==> config.mk <==
export PLATFORM = sky130hd
export DESIGN_NAME = age_issue_queue_flat
export DESIGN_NICKNAME = d
export VERILOG_FILES = /design/src/rtl/age_issue_queue_if.sv /design/src/rtl/age_issue_queue.sv /design/src/flat_wrapper.sv
export SDC_FILE = /design/constraint.sdc
export NUM_CORES = 2
export LEC_CHECK = 0
export CORE_MARGIN = 2
export CORE_UTILIZATION = 55
export CTS_CLUSTER_DIAMETER = 200
export DETAILED_ROUTE_END_ITERATION = 8
export DONT_BUFFER_PORTS = 1
export GPL_ROUTABILITY_DRIVEN = 1
export PLACE_DENSITY = 0.73
export RECOVER_POWER = 25
export REMOVE_ABC_BUFFERS = 1
export SLEW_MARGIN = 20
export SYNTH_ARGS = -nofsm -noshare
export SYNTH_HDL_FRONTEND = slang
export SYNTH_SLANG_ARGS = --single-unit
==> constraint.sdc <==
create_clock -name clk -period 35.2 [get_ports clk]
set_input_delay 5.28 -clock clk [delete_from_list [all_inputs] [get_ports clk]]
set_output_delay 5.28 -clock clk [all_outputs]
set_load 0.1 [all_outputs]
==> src/rtl/age_issue_queue_if.sv <==
// age_issue_queue_if: renamer, wakeup, PRF and FU signals of the age-ordered issue queue
interface age_issue_queue_if #(
  parameter int INST_ID_BITS = 6,
  parameter int PRN_BITS = 6,
  parameter int MAX_OPERANDS = 3,
  parameter int QUEUE_SIZE = 8,
  parameter int WAKEUP_PORTS = 4
);
  logic in_valid;
  logic in_ready;
  logic [INST_ID_BITS-1:0] in_inst_id;
  logic [31:0] in_inst;
  logic [63:0] in_pc;
  logic [MAX_OPERANDS-1:0] in_op_valid;
  logic [MAX_OPERANDS-1:0] in_op_ready;
  logic [PRN_BITS-1:0] in_op_prn [MAX_OPERANDS];
  logic [PRN_BITS-1:0] in_out_prn [MAX_OPERANDS];
  logic [WAKEUP_PORTS-1:0] wakeup_valid;
  logic [PRN_BITS-1:0] wakeup_prn [WAKEUP_PORTS];
  logic flush;
  logic [MAX_OPERANDS-1:0] prf_read_enable;
  logic [PRN_BITS-1:0] prf_read_prn [MAX_OPERANDS];
  logic [63:0] prf_op [MAX_OPERANDS];
  logic out_valid;
  logic out_ready;
  logic [INST_ID_BITS-1:0] out_inst_id;
  logic [31:0] out_inst;
  logic [63:0] out_pc;
  logic [63:0] out_op [MAX_OPERANDS];
  logic [PRN_BITS-1:0] out_out_prn [MAX_OPERANDS];
  logic [$clog2(QUEUE_SIZE+1)-1:0] occupancy;
  modport master (
    output in_valid, in_inst_id, in_inst, in_pc, in_op_valid, in_op_ready, in_op_prn, in_out_prn,
           wakeup_valid, wakeup_prn, flush, prf_op, out_ready,
    input  in_ready, prf_read_enable, prf_read_prn, out_valid, out_inst_id, out_inst, out_pc,
           out_op, out_out_prn, occupancy
  );
  modport slave (
    input  in_valid, in_inst_id, in_inst, in_pc, in_op_valid, in_op_ready, in_op_prn, in_out_prn,
           wakeup_valid, wakeup_prn, flush, prf_op, out_ready,
    output in_ready, prf_read_enable, prf_read_prn, out_valid, out_inst_id, out_inst, out_pc,
           out_op, out_out_prn, occupancy
  );
endinterface

==> src/rtl/age_issue_queue.sv <==
// age_issue_queue: oldest-ready-first reservation station with skid output, flush and occupancy; IQ_WAKEUP_BYPASS_EN adds insert-time wakeup capture
module age_issue_queue #(
  parameter int INST_ID_BITS = 6,
  parameter int PRN_BITS = 6,
  parameter int MAX_OPERANDS = 3,
  parameter int QUEUE_SIZE = 8,
  parameter int WAKEUP_PORTS = 4
) (
  input logic clk,
  input logic rst,
  age_issue_queue_if.slave q
);
  localparam int QS = QUEUE_SIZE;
  localparam int MO = MAX_OPERANDS;
  localparam int IW = $clog2(QS);
  localparam int OW = $clog2(QS+1);
  logic [QS-1:0] valid_q;
  logic [QS-1:0] older_q [QS];
  logic [INST_ID_BITS-1:0] id_q [QS];
  logic [31:0] inst_q [QS];
  logic [63:0] pc_q [QS];
  logic [MO-1:0] opv_q [QS];
  logic [MO-1:0] opr_q [QS];
  logic [PRN_BITS-1:0] prn_q [QS][MO];
  logic [PRN_BITS-1:0] oprn_q [QS][MO];
  logic out_valid_q;
  logic [INST_ID_BITS-1:0] out_id_q;
  logic [31:0] out_inst_q;
  logic [63:0] out_pc_q;
  logic [63:0] out_op_q [MO];
  logic [PRN_BITS-1:0] out_oprn_q [MO];
  logic [OW-1:0] occ_q;
  logic [MO-1:0] wake_hit [QS];
  logic [MO-1:0] in_rdy;
  logic [QS-1:0] rdy;
  logic [QS-1:0] sel;
  logic [IW-1:0] sel_idx;
  logic [IW-1:0] ins_idx;
  logic do_issue;
  logic do_ins;
  // broadcast match of every wakeup port against every stored operand slot
  always_comb begin
    for (int i = 0; i < QS; i++) begin
      wake_hit[i] = '0;
      for (int j = 0; j < MO; j++)
        for (int k = 0; k < WAKEUP_PORTS; k++)
          wake_hit[i][j] = wake_hit[i][j] | (q.wakeup_valid[k] && q.wakeup_prn[k] == prn_q[i][j] && opv_q[i][j]);
    end
  end
`ifdef IQ_WAKEUP_BYPASS_EN
  // a wakeup coincident with insert is captured into the new entry
  always_comb begin
    in_rdy = q.in_op_ready;
    for (int j = 0; j < MO; j++)
      for (int k = 0; k < WAKEUP_PORTS; k++)
        in_rdy[j] = in_rdy[j] | (q.wakeup_valid[k] && q.wakeup_prn[k] == q.in_op_prn[j]);
  end
`else
  assign in_rdy = q.in_op_ready;
`endif
  // oldest ready entry wins: selected when no other ready entry is older than it
  always_comb begin
    sel = '0;
    sel_idx = '0;
    ins_idx = '0;
    for (int i = 0; i < QS; i++) rdy[i] = valid_q[i] && &(~opv_q[i] | opr_q[i]);
    for (int i = 0; i < QS; i++) begin
      sel[i] = rdy[i];
      for (int j = 0; j < QS; j++) if (rdy[j] && older_q[j][i]) sel[i] = 1'b0;
      if (sel[i]) sel_idx = IW'(i);
    end
    for (int i = QS-1; i >= 0; i--) if (!valid_q[i]) ins_idx = IW'(i);
    do_issue = |rdy && (!out_valid_q || q.out_ready) && !q.flush;
    do_ins = q.in_valid && !(&valid_q) && !q.flush;
  end
  // PRF read port addresses the issuing entry's sources in the issue cycle
  always_comb begin
    for (int j = 0; j < MO; j++) begin
      q.prf_read_enable[j] = do_issue && opv_q[sel_idx][j];
      q.prf_read_prn[j] = do_issue ? prn_q[sel_idx][j] : '0;
    end
  end
  // entry storage, wakeup capture, age matrix and occupancy
  always_ff @(posedge clk) begin
    if (rst) begin
      valid_q <= '0;
      occ_q <= '0;
      for (int i = 0; i < QS; i++) older_q[i] <= '0;
    end else if (q.flush) begin
      valid_q <= '0;
      occ_q <= '0;
    end else begin
      for (int i = 0; i < QS; i++)
        if (valid_q[i]) opr_q[i] <= opr_q[i] | wake_hit[i];
      if (do_issue) valid_q[sel_idx] <= 1'b0;
      if (do_ins) begin
        valid_q[ins_idx] <= 1'b1;
        id_q[ins_idx] <= q.in_inst_id;
        inst_q[ins_idx] <= q.in_inst;
        pc_q[ins_idx] <= q.in_pc;
        opv_q[ins_idx] <= q.in_op_valid;
        opr_q[ins_idx] <= in_rdy;
        for (int j = 0; j < MO; j++) begin
          prn_q[ins_idx][j] <= q.in_op_prn[j];
          oprn_q[ins_idx][j] <= q.in_out_prn[j];
        end
        older_q[ins_idx] <= '0;
        for (int k = 0; k < QS; k++) if (k != int'(ins_idx)) older_q[k][ins_idx] <= 1'b1;
      end
      occ_q <= occ_q + OW'(do_ins) - OW'(do_issue);
    end
  end
  // output skid register: load on issue, hold on stall, clear on consume
  always_ff @(posedge clk) begin
    if (rst) begin
      out_valid_q <= 1'b0;
      out_id_q <= '0;
      out_inst_q <= '0;
      out_pc_q <= '0;
      for (int j = 0; j < MO; j++) begin
        out_op_q[j] <= '0;
        out_oprn_q[j] <= '0;
      end
    end else if (q.flush) begin
      out_valid_q <= 1'b0;
    end else if (do_issue) begin
      out_valid_q <= 1'b1;
      out_id_q <= id_q[sel_idx];
      out_inst_q <= inst_q[sel_idx];
      out_pc_q <= pc_q[sel_idx];
      for (int j = 0; j < MO; j++) begin
        out_op_q[j] <= opv_q[sel_idx][j] ? q.prf_op[j] : '0;
        out_oprn_q[j] <= oprn_q[sel_idx][j];
      end
    end else if (q.out_ready) begin
      out_valid_q <= 1'b0;
    end
  end
  assign q.in_ready = !(&valid_q);
  assign q.out_valid = out_valid_q;
  assign q.out_inst_id = out_id_q;
  assign q.out_inst = out_inst_q;
  assign q.out_pc = out_pc_q;
  assign q.out_op = out_op_q;
  assign q.out_out_prn = out_oprn_q;
  assign q.occupancy = occ_q;
endmodule

==> src/flat_wrapper.sv <==
// flat-port wrapper written by rule: the top's interface ports become plain ports
module age_issue_queue_flat 
#(
  parameter int INST_ID_BITS = 6,
  parameter int PRN_BITS = 6,
  parameter int MAX_OPERANDS = 3,
  parameter int QUEUE_SIZE = 8,
  parameter int WAKEUP_PORTS = 4
)
  (clk, rst, q_in_valid, q_in_inst_id, q_in_inst, q_in_pc, q_in_op_valid, q_in_op_ready, q_in_op_prn, q_in_out_prn, q_wakeup_valid, q_wakeup_prn, q_flush, q_prf_op, q_out_ready, q_in_ready, q_prf_read_enable, q_prf_read_prn, q_out_valid, q_out_inst_id, q_out_inst, q_out_pc, q_out_op, q_out_out_prn, q_occupancy);
  age_issue_queue_if #(.INST_ID_BITS(INST_ID_BITS), .PRN_BITS(PRN_BITS), .MAX_OPERANDS(MAX_OPERANDS), .QUEUE_SIZE(QUEUE_SIZE), .WAKEUP_PORTS(WAKEUP_PORTS)) q_i ();
  input logic clk;
  input logic rst;
  input wire logic [$bits(q_i.in_valid)-1:0] q_in_valid;
  input wire logic [$bits(q_i.in_inst_id)-1:0] q_in_inst_id;
  input wire logic [$bits(q_i.in_inst)-1:0] q_in_inst;
  input wire logic [$bits(q_i.in_pc)-1:0] q_in_pc;
  input wire logic [$bits(q_i.in_op_valid)-1:0] q_in_op_valid;
  input wire logic [$bits(q_i.in_op_ready)-1:0] q_in_op_ready;
  input wire logic [$bits(q_i.in_op_prn)-1:0] q_in_op_prn;
  input wire logic [$bits(q_i.in_out_prn)-1:0] q_in_out_prn;
  input wire logic [$bits(q_i.wakeup_valid)-1:0] q_wakeup_valid;
  input wire logic [$bits(q_i.wakeup_prn)-1:0] q_wakeup_prn;
  input wire logic [$bits(q_i.flush)-1:0] q_flush;
  input wire logic [$bits(q_i.prf_op)-1:0] q_prf_op;
  input wire logic [$bits(q_i.out_ready)-1:0] q_out_ready;
  output wire logic [$bits(q_i.in_ready)-1:0] q_in_ready;
  output wire logic [$bits(q_i.prf_read_enable)-1:0] q_prf_read_enable;
  output wire logic [$bits(q_i.prf_read_prn)-1:0] q_prf_read_prn;
  output wire logic [$bits(q_i.out_valid)-1:0] q_out_valid;
  output wire logic [$bits(q_i.out_inst_id)-1:0] q_out_inst_id;
  output wire logic [$bits(q_i.out_inst)-1:0] q_out_inst;
  output wire logic [$bits(q_i.out_pc)-1:0] q_out_pc;
  output wire logic [$bits(q_i.out_op)-1:0] q_out_op;
  output wire logic [$bits(q_i.out_out_prn)-1:0] q_out_out_prn;
  output wire logic [$bits(q_i.occupancy)-1:0] q_occupancy;
  assign q_i.in_valid = q_in_valid;
  assign q_i.in_inst_id = q_in_inst_id;
  assign q_i.in_inst = q_in_inst;
  assign q_i.in_pc = q_in_pc;
  assign q_i.in_op_valid = q_in_op_valid;
  assign q_i.in_op_ready = q_in_op_ready;
  assign q_i.in_op_prn = {>>{q_in_op_prn}};
  assign q_i.in_out_prn = {>>{q_in_out_prn}};
  assign q_i.wakeup_valid = q_wakeup_valid;
  assign q_i.wakeup_prn = {>>{q_wakeup_prn}};
  assign q_i.flush = q_flush;
  assign q_i.prf_op = {>>{q_prf_op}};
  assign q_i.out_ready = q_out_ready;
  assign q_in_ready = q_i.in_ready;
  assign q_prf_read_enable = q_i.prf_read_enable;
  assign q_prf_read_prn = {>>{q_i.prf_read_prn}};
  assign q_out_valid = q_i.out_valid;
  assign q_out_inst_id = q_i.out_inst_id;
  assign q_out_inst = q_i.out_inst;
  assign q_out_pc = q_i.out_pc;
  assign q_out_op = {>>{q_i.out_op}};
  assign q_out_out_prn = {>>{q_i.out_out_prn}};
  assign q_occupancy = q_i.occupancy;
  age_issue_queue #(.INST_ID_BITS(INST_ID_BITS), .PRN_BITS(PRN_BITS), .MAX_OPERANDS(MAX_OPERANDS), .QUEUE_SIZE(QUEUE_SIZE), .WAKEUP_PORTS(WAKEUP_PORTS)) u_core (.clk(clk), .rst(rst), .q(q_i));
endmodule
==> flow_metrics.env <==
export IMPL_status="complete, no violations"
export IMPL_min_path_type="reg2reg"
export IMPL_ir_drop_uv=52.8
export IMPL_numCtsBuffers=155
export IMPL_comb_power_share_pct=2.2
export IMPL_critical_path_buf_inv_count=1
export IMPL_synth_async_reset_ratio_pct=0
export IMPL_synth_ff_type="edfxtp_1"
export IMPL_pin_count=708
export IMPL_finalCritPeriodShare_pct=35.2
export IMPL_ys_warn_count=0
export IMPL_intPower_mw=2.89
export IMPL_postLayoutCellArea_mm2=0.0706
export IMPL_yosysTopAreaCell="edfxtp_1"
export IMPL_ys_seq_area_share_pct=65.5
export IMPL_gp_congestion=0.967
export IMPL_grt_antenna_before_repair=68
export IMPL_synthesis_area_mm2=0.0645
export IMPL_synth_common_cells="edfxtp_1 (1152), clkbuf_1 (402), dfxtp_1 (381)"
export IMPL_post_cts_setup_buffers=0
export IMPL_final_min_clock_period_ns=12.38
export IMPL_clockRootBuffer="clkbuf_16"
export IMPL_leakage_nw=22.9
export IMPL_cts_resized=0
export IMPL_worst_setup_path_type="in2out"
export IMPL_die_area_mm2=0.120
export IMPL_cp_data_required_time_ns=29.92
export IMPL_crit_arrival_ns=7.10
export IMPL_drv_cap=0
export IMPL_syn_inst=5119
export IMPL_relSlewSlack_pct=18.6
export IMPL_start_util_pct=55.5
export IMPL_route_detailed_drc=0
export IMPL_core_area_mm2=0.116
export IMPL_wl_per_cell_um=32.1
export IMPL_critPathMaxFanout=22
export IMPL_clkPwrFrac_pct=43.4
export IMPL_htreeDepth=4
export IMPL_synth_avg_cell_area_um2=12.6
export IMPL_rows=125
export IMPL_ant_nets=0
export IMPL_clk_latency_ns=0.80
export IMPL_hold_viol_final=0
export IMPL_crit_chain="or3_4, a2111oi_2, buf_16"
export IMPL_clkTransAtPathRegs_ns=0.06
export IMPL_endpoint_kind="primary output"
export IMPL_cts_buffer_depth=3
export IMPL_max_clock_freq_ghz=0.0808
export IMPL_nets=5193
export IMPL_dp_hpwl_mm=121
export IMPL_tightest_slew_ns=1.21
export IMPL_slowest_delay_ns=0.94
export IMPL_synthTopCellsByArea="edfxtp_1 (54%), dfxtp_1 (12%), xnor2_1 (4.1%)"
export IMPL_place_area_mm2=0.0654
export IMPL_drt_iter0_drc=5548
export IMPL_finalWirelength_mm=209
export IMPL_setup_violations=0
export IMPL_grt_total_usage_pct=33.8
export IMPL_p_per_area_mw_per_mm2=52.3
export IMPL_grt_max_degree=207
export IMPL_grt_pass1_vias=41884
export IMPL_ys_ff_latch=1533
export IMPL_finalClockSkew_ns=0.0466
export IMPL_tns_ns=0
export IMPL_first_pass_iters=5
export IMPL_cts_tree="built"
export IMPL_yosysMostFrequentCell="edfxtp_1"
export IMPL_die_w_um=346
export IMPL_syn2layout_area_growth_pct=9.54
export IMPL_via_count=43642
export IMPL_synth_top_area_share_pct=53.7
export IMPL_final_util_pct=60.8
export IMPL_clkSinkCount=1533
export IMPL_p_seq_share_pct=54.4
export IMPL_final_layout_size_suffix_gt1_share_pct=8.60
export IMPL_vias_per_cell=6.69
export IMPL_drv_slew=0
export IMPL_die_y_um=346
export IMPL_grt_pass1_wl_mm=296
export IMPL_switching_share_pct=21.7
export IMPL_cts_hold_buf=0
export IMPL_rsz0062_at_grt="false"
export IMPL_cp_top_family="compound AO/OA/AOI/OAI gates"
export IMPL_startpoint_type="primary input"
export IMPL_crit_path_top_delay_cell="a2111oi_2"
export IMPL_synth_edf_count=1152
export IMPL_grt_ovfl_total=0
export IMPL_yosysUniqueCellTypes=66
export IMPL_switching_power_mw=0.803
export IMPL_io_buffers=0
## final timing paths
| check | slack [ns] | cells past startpoint | endpoint | start |
|---|---|---|---|---|
| worst max-delay path | 22.82 | 3 | q_prf_read_prn[5] | q_flush |
| worst min-delay path | 0.47 | 1 | u_core.older_q[6][6]$_SDFFE_PP0P_ | u_core.older_q[6][6]$_SDFFE_PP0P_ |
| worst max register to register | 28.50 | 12 | u_core.q.out_op[112]$_SDFFE_PP0P_ | u_core.opv_q[3][2]$_DFFE_PP_ |
| worst min register to register | 0.47 | 1 | u_core.older_q[6][6]$_SDFFE_PP0P_ | u_core.older_q[6][6]$_SDFFE_PP0P_ |
## layer usage
metal	vias up	track usage, %	wire (µm)
met4	16	22.9	14200
met5	-	0	131
met2	2886	53.2	98000
met3	624	11.7	26100
li1	18570	-	-
met1	21546	39.1	70700
## state kept, by name, indices dropped and copies added, names as in the netlist
name,cells
u_core.q.out_inst_id,6
u_core.q.out_out_prn,18
u_core.opr_q,24
u_core.q.out_inst,32
u_core.q.out_op,192
u_core.q.out_pc,64
u_core.oprn_q,144
u_core.opv_q,24
u_core.q.occupancy,4
u_core.older_q,56
u_core.q.out_valid,1
u_core.valid_q,8
u_core.prn_q,144
u_core.pc_q,512
u_core.id_q,48
u_core.inst_q,256
## power groups by stage
| stage | registers [mW] | clock network [mW] | logic [mW] |
|---|---|---|---|
| 2_1_floorplan | 2.05 | 0 | 0.0630 |
| 3_3_place_gp | 2.05 | 0 | 0.0789 |
| 3_5_place_dp | 2.05 | 0 | 0.0813 |
| 4_1_cts | 2.01 | 1.62 | 0.0819 |
| 5_1_grt | 2.01 | 1.69 | 0.0905 |
| 6_report | 2.01 | 1.60 | 0.0823 |
## worst reg2reg max path: cells and delay by family (launching register included)
family	cells	cell delay, ns
AO/OA/AOI/OAI	1	0.39
flip-flops	1	0.36
buffers and inverters	5	2.85
AND/OR/NAND/NOR	6	3.06
## placed cells by master, fill, tap and decap left out, types with 10 or more instances in the layout
cell type / Yosys / final
dfxtp_1: 381 / 376
diode_2: 0 / 45
a22o_1: 192 / 192
nand3_1: 248 / 247
a2111oi_2: 1 / 19
nor4_1: 82 / 81
clkbuf_16: 0 / 156
edfxtp_1: 1152 / 1152
nand2b_1: 12 / 12
xnor2_1: 301 / 301
clkbuf_1: 402 / 47
nor2_1: 267 / 262
o21ai_0: 266 / 266
o22ai_1: 41 / 41
clkinv_2: 0 / 27
or3_1: 20 / 19
clkinv_1: 0 / 12
nand2_1: 307 / 304
o21a_1: 49 / 49
buf_4: 7 / 56
mux2i_1: 24 / 24
a21oi_1: 269 / 269
clkbuf_8: 0 / 19
a22oi_1: 10 / 10
or4_1: 23 / 23
a221oi_1: 120 / 120
nand4_1: 221 / 221
o41ai_1: 16 / 16
xor2_1: 278 / 278
mux2_2: 36 / 36
o31a_1: 120 / 120
buf_16: 0 / 20
## cells by family (layout without fill, tap and decap cells)
kind of cell    count (synthesis)  after routing  share of synthesized area [%]
flops                        1533           1533                           65.5
simple gates                 1258           1258                           9.83
compound gates               1134           1134                           12.2
xor+xnor                      579            579                           7.87
buf+inv                       550            382                           3.51
mux                            60             60                           1.00
fa+ha+maj                       5              5                          0.109
other cells                     0             45                              0
## through the flow
step / worst slack (ns) / hold slack (ns) / total power [mW] / cells
floorplan: 11.71 / 0.420 / 2.11 / 4580
global placement: 22.88 / 0.441 / 2.13 / 6184
detailed placement: 22.86 / 0.450 / 2.13 / 6184
CTS: 22.87 / 0.467 / 3.71 / 6473
global route: 22.89 / 0.485 / 3.79 / 6515
finish: 22.82 / 0.468 / 3.70 / 6520
## layout make-up
type                       count  area (µm²)
fill                        8657       45600
sequential                  1533       42200
multi-input combinational   3036       20200
clock buffer                 224        4360
tap                         1524        1910
timing repair buffer          82        1080
clock inverter                65         648
antenna                       45         113
inverter                      11        46.3
No activity file was read; power rests on OpenSTA's default activity.
